File: config.mk
export PLATFORM = sky130hd
export DESIGN_NAME = seg_scan_ctrl
export DESIGN_NICKNAME = d
export VERILOG_FILES = /design/src/rtl/seg_scan_ctrl.sv
export SDC_FILE = /design/constraint.sdc
export NUM_CORES = 1
export LEC_CHECK = 0
export ABC_AREA = 0
export ABC_CLOCK_PERIOD_IN_PS = 3200
export BUFFER_PORTS_ARGS = -buffer_cell sky130_fd_sc_hd__clkbuf_2
export CAP_MARGIN = 5
export CORE_ASPECT_RATIO = 2
export CORE_MARGIN = 3
export CORE_UTILIZATION = 61
export CTS_BUF_LIST = sky130_fd_sc_hd__clkbuf_4 sky130_fd_sc_hd__clkbuf_8
export DETAILED_ROUTE_END_ITERATION = 12
export PLACE_DENSITY = 0.81
export SYNTH_ARGS = -nofsm -noshare
export SYNTH_HDL_FRONTEND = slang
export SYNTH_SLANG_ARGS = --single-unit
File: constraint.sdc
create_clock -name clk -period 3.2 [get_ports clk]
set_input_delay 0 -clock clk [delete_from_list [all_inputs] [get_ports clk]]
set_output_delay 0 -clock clk [all_outputs]
set_load 0.01 [all_outputs]
File: src/rtl/seg_scan_ctrl.sv
// ============================================================================
// seg_scan_ctrl : 8-digit seven-segment scan controller with frame-synchronous
//                 double-buffered value update and leading-zero suppression.
// Rev 1.0
// ============================================================================
`default_nettype none

module seg_scan_ctrl #(
  parameter int TICK_DIV = 100000
) (
  input  logic        clk,
  input  logic        rst,
  input  logic [31:0] data_in,
  input  logic        load,
  input  logic [7:0]  digit_en,
  input  logic        lz_blank,
  output logic [3:0]  num,
  output logic [2:0]  sel,
  output logic        blank,
  output logic        pending,
  output logic        frame_done
);

  localparam int c_cnt_w = (TICK_DIV > 1) ? $clog2(TICK_DIV) : 1;
  localparam logic [c_cnt_w-1:0] c_cnt_max = c_cnt_w'(TICK_DIV - 1);

  logic [c_cnt_w-1:0] r_cnt;
  logic [31:0]        r_disp;
  logic [31:0]        r_shadow;

  logic               w_tick;
  logic               w_boundary;
  logic [2:0]         w_sel_next;
  logic [4:0]         w_shamt;
  logic [31:0]        w_disp_next;
  logic               w_upper_zero;
  logic               w_blank_next;

  assign w_tick     = (r_cnt == c_cnt_max);
  assign w_boundary = w_tick && (sel == 3'd7);
  assign w_sel_next = sel + 3'd1;
  assign w_shamt    = {w_sel_next, 2'b00};

  // A load coinciding with the boundary bypasses the shadow register.
  always_comb begin
    w_disp_next = r_disp;
    if (w_boundary) begin
      if (load) begin
        w_disp_next = data_in;
      end else if (pending) begin
        w_disp_next = r_shadow;
      end
    end
  end

  assign w_upper_zero = ((w_disp_next >> w_shamt) == 32'd0);
  assign w_blank_next = ~digit_en[w_sel_next]
                      | (lz_blank & (w_sel_next != 3'd0) & w_upper_zero);

  always_ff @(posedge clk) begin
    if (rst) begin
      r_cnt      <= '0;
      sel        <= 3'd0;
      num        <= 4'd0;
      blank      <= 1'b1;
      pending    <= 1'b0;
      frame_done <= 1'b0;
      r_disp     <= 32'd0;
      r_shadow   <= 32'd0;
    end else begin
      r_cnt      <= w_tick ? '0 : r_cnt + 1'b1;
      frame_done <= w_boundary;
      r_disp     <= w_disp_next;

      if (load) begin
        r_shadow <= data_in;
      end

      if (w_boundary) begin
        pending <= 1'b0;
      end else if (load) begin
        pending <= 1'b1;
      end

      if (w_tick) begin
        sel   <= w_sel_next;
        num   <= w_disp_next[w_shamt +: 4];
        blank <= w_blank_next;
      end
    end
  end

endmodule

`default_nettype wire

After elaboration in Yosys (flattened, before gate mapping)
Cells that the tools add are included.
{"block": "totals", "out_inout_bits": 10, "ff_bits": 91, "in_bits": 44, "word_cells": 29}
{"block": "classes", "n_shift": 2, "bitwise_logic": 4, "muxes": 5, "n_reduce_logical": 5, "addsub": 2, "magnitude_cmp": 1, "n_eq_ne": 2}
{"operator": "$mux 32", "count": 3}
{"operator": "$logic_not 32->1", "count": 1}
{"operator": "$shiftx 32x6->4", "count": 1}
{"operator": "$shr 32x5->32", "count": 1}
{"operator": "$add 17x1->17 const B", "count": 1}
{"operator": "$eq 17x17->1 const B", "count": 1}
{"operator": "$lt 3x4->1 const B", "count": 1}
{"operator": "$reduce_or 2->1", "count": 2}
{"operator": "$add 3x1->3 const B", "count": 1}
{"operator": "$bmux 1 s3", "count": 1}
{"operator": "$eq 3x3->1 const B", "count": 1}
{"operator": "$reduce_bool 3->1", "count": 1}
{"operator": "$and 1x1->1", "count": 2}
{"operator": "$logic_and 1x1->1", "count": 1}
{"operator": "$mux 1", "count": 1}
{"operator": "$not 1->1", "count": 1}
{"operator": "$or 1x1->1", "count": 1}

Depth between registers and ports, before layout
{"block": "logic_depth", "ltp_word": 7, "mapped_depth": 15, "mapped_depth_nobuf": 11}

Worst setup path before layout
Ideal clock, no wire load.
{"block": "synth_timing", "kind": "reg-to-reg", "from": "register r_cnt[0]", "to": "register blank", "t_required_ns": 3.131, "path_slack_ns": 0.387, "setup_ns": 0.069, "arrival_time_ns": 2.745, "n_path_buf": 2, "stages_incl_launch_ff": 14, "synth_period_minus_slack_ns": 2.813, "cell_sequence": "dfxtp_1 -> ha_1 -> and4_1 -> buf_4 -> nand3_1 -> buf_2 -> o31ai_1 -> a221oi_2 -> a21boi_2 -> nand4_1 -> a2111oi_2 -> a41oi_1 -> o41a_1 -> o21ai_1"}
{"block": "synth_between", "elab_chain_cells": 7}
{"element": "start: declaration", "line_no": "27", "text": "logic [c_cnt_w-1:0] r_cnt;"}
{"element": "start signal: assignment", "line_no": "71", "text": "r_cnt <= w_tick ? '0 : r_cnt + 1'b1;"}
{"element": "$eq 17x17->1 *", "line_no": "39", "text": "assign w_tick = (r_cnt == c_cnt_max);"}
{"element": "$logic_and 1x1->1", "line_no": "40", "text": "assign w_boundary = w_tick && (sel == 3'd7);"}
{"element": "$mux 32", "line_no": "47", "text": "if (w_boundary) begin"}
{"element": "$shr 32x5->32", "line_no": "56", "text": "assign w_upper_zero = ((w_disp_next >> w_shamt) == 32'd0);"}
{"element": "$logic_not 32->1", "line_no": "56"}
{"element": "$and 1x1->1", "line_no": "58", "text": "| (lz_blank & (w_sel_next != 3'd0) & w_upper_zero);"}
{"element": "$or 1x1->1", "line_no": "58"}
{"element": "end signal: assignment", "line_no": "88", "text": "blank <= w_blank_next;"}
{"element": "end: declaration", "line_no": "19", "text": "output logic blank,"}
Every way passes the cells marked *; elsewhere a longest branch is shown, timed or not.
A chain may end at the register's enable or synchronous reset.

Final worst setup path
{"block": "layout_timing", "from": "register r_cnt[12]", "to": "register blank"}
The elaborated chain is that of the path after synthesis.

==> results.md <==
- Status: completed
- Die area: 8940 um^2
- # placed instances: 693
- Max_cap viols: 0
- GPL Wtd Cong: 1.02
- Final setup margin: 0.109 ns
- Post-DRT Antenna Nets: 0
- DRC viols: 0
- VDD IR max: 0.306 mV
- # IOs: 54
- EDFF count, synth: 0
- Max FO, Critical Path: 11
- Total GRT Usage: 0.356
- Post-layout min period: 3.09 ns
- Endpoints failing hold: 0
- FFs w/ async S/R, synth: 0
- Synth area leader: dfxtp_1
- Synth Warn #: 0
- Mapped Nets: 604
- Top post-synthesis cells by area: dfxtp_1 (38%), nor2_1 (9.1%), mux2i_1 (6.8%), nand2_1 (3.6%), clkbuf_1 (2.5%)
- WL per Instance: 20.9 um
- DIE HEIGHT: 131 um
- Final setup viols: 0
- Fin Setup TNS: 0 ns
- H-tree levels: 3
- Startpoint Class: register
- Share of cells above drive strength 1: 0.210
- Worst Max-Slew Pin Slew: 0.812 ns
- Worst hold path class: in -> reg
- Clk sink count: 91
- Final instance area: 5840 um^2
- Worst slack, placed: 0.102 ns
- Core footprint: 7430 um^2
- CTS clk-pin slew, worst paths: 0.09 ns
- WHS: 0.106 ns
- Top FF cell, synth: dfxtp_1
- Total power: 2.12 mW
- Top cells by count, synth: nor2_1 (115), dfxtp_1 (91), nand2_1 (46)
- Mapped Area: 4740 um^2
- Final net count: 696
- Global-route wire length before repair: 23300 um
- Inserted Diodes: 0
- Max Slew Vio Count: 0
- CP arrival: 3.35 ns
- Layout Cells excl Fill: 745
- Initial drt markers: 644
- Vias per cell: 6.49
- Leakage: 2.40 nW
- DP Area: 5220 um^2
- Vias in the first global route: 4675
- Sequential fraction of the synthesis area: 0.384
- Max Clock Freq: 324 MHz
- Max transition margin: 0.459
- Drt pass-1 iters: 6
- Crit share post-route: 0.966
- Initial antenna violation count: 0
- Port-buffer cells: 53
- CTS tree: done
- Syn Inst Count: 556
- WS Path Type: reg -> reg
- Critical Path RT: 3.46 ns
- Clock root cell: clkbuf_8
- Die Span X: 68.4 um
- Seq cells post-synth: 91
- Largest net degree at the start of global routing: 77
- Routed wire length: 15600 um
- Clk_skew: 0.0116 ns
- Clk Latency, worst-skew pair: 0.37 ns
- Clock Path Buffers: 2
- Row count: 44
- Synth-to-layout area growth: 23.1%
- Netlist cell types: 67
- Vias: 4835
- Initial core utilization: 0.638
- Overflow after GRT: 0
- Mean Syn Cell Area: 8.53 um^2
- Total CTS buffers: 9
- Synth top area share: 0.384
- Top-count cell post-synth: nor2_1
- Worst setup EP type: register
- Pwr dens: 363 nW/um^2
- Post-layout util: 0.786
- Post-DP HPWL: 10800 um
[worst paths after layout]
| check | slack, ns | from | endpoint | cells after the start |
|---|---|---|---|---|
| hold reg to reg | 0.45 | r_cnt[0] | r_cnt[0] | 1 |
| hold / removal | 0.11 | load | r_shadow[27] | 3 |
| setup reg to reg | 0.11 | r_cnt[12] | blank | 12 |
| setup / recovery | 0.11 | r_cnt[12] | blank | 12 |
[power by group]
group          switching, mW  leakage, nW  internal (mW)
registers             0.0197        0.740           1.16
logic                  0.105         1.57         0.0872
clock network          0.421       0.0961          0.328
[cell type report]
class | count | area (um^2)
Multi-Input combinational cell | 412 | 2760
Sequential cell | 91 | 1820
Clock inverter | 5 | 35.0
Clock buffer | 11 | 151
Fill cell | 516 | 1590
Inverter | 10 | 37.5
Timing Repair Buffer | 124 | 920
Tap cell | 92 | 115
[state kept, by name (all words and copies together) (netlist names)]
register,count
r_shadow,32
r_disp,32
frame_done,1
pending,1
blank,1
sel,3
num,4
r_cnt,17
[cell families after synthesis]
logic type,Yosys count,synth area share
simple gates,238,0.240
compound gates,119,0.199
flops,91,0.384
buf+inv,53,0.0485
mux,38,0.0936
xor+xnor,13,0.0240
fa+ha+maj,4,0.0105
[placed cells by master, fill, tap and decap left out, drive strengths merged, types with 5 or more instances in the layout]
master	synthesis	routed
dlygate4sd3	0	32
and3	5	5
clkbuf	32	64
mux4	5	5
o21ai	15	15
a221oi	9	9
mux2i	32	32
a21oi	19	19
buf	11	39
o31ai	9	9
o2111ai	6	6
nand2	47	47
xor2	9	9
nand3	21	21
dfxtp	91	91
nand4	9	9
nor2b	6	6
nor2	115	115
a22o	10	10
inv	9	11
a32o	11	11
[worst max-delay path, cell delays in order (launching register included)]
cell and delay [ns]:
dfxtp_1 0.38, and4bb_2 0.34, nand4b_2 0.29, nor3_4 0.34
buf_4 0.24, a22o_1 0.15, nor2_1 0.05, buf_4 0.15
mux4_2 0.44, mux2_2 0.32, nand3_1 0.09, a211o_1 0.11
o21ai_1 0.06
[layer usage]
metal	global-route usage	vias to the layer above	wire [um]
met5	0	-	0
met4	0.217	0	788
met3	0.0650	55	892
met2	0.631	262	8310
met1	0.374	2310	5580
li1	-	2208	-
[what timing repair did]
action                                 CTS  global route
hold buffers                            32             0
resized for setup                        0            13
endpoints found under the hold margin   40             0
setup endpoints to repair                0             1
buffers inserted                         0             4
No activity file was read; power rests on OpenSTA's default activity.
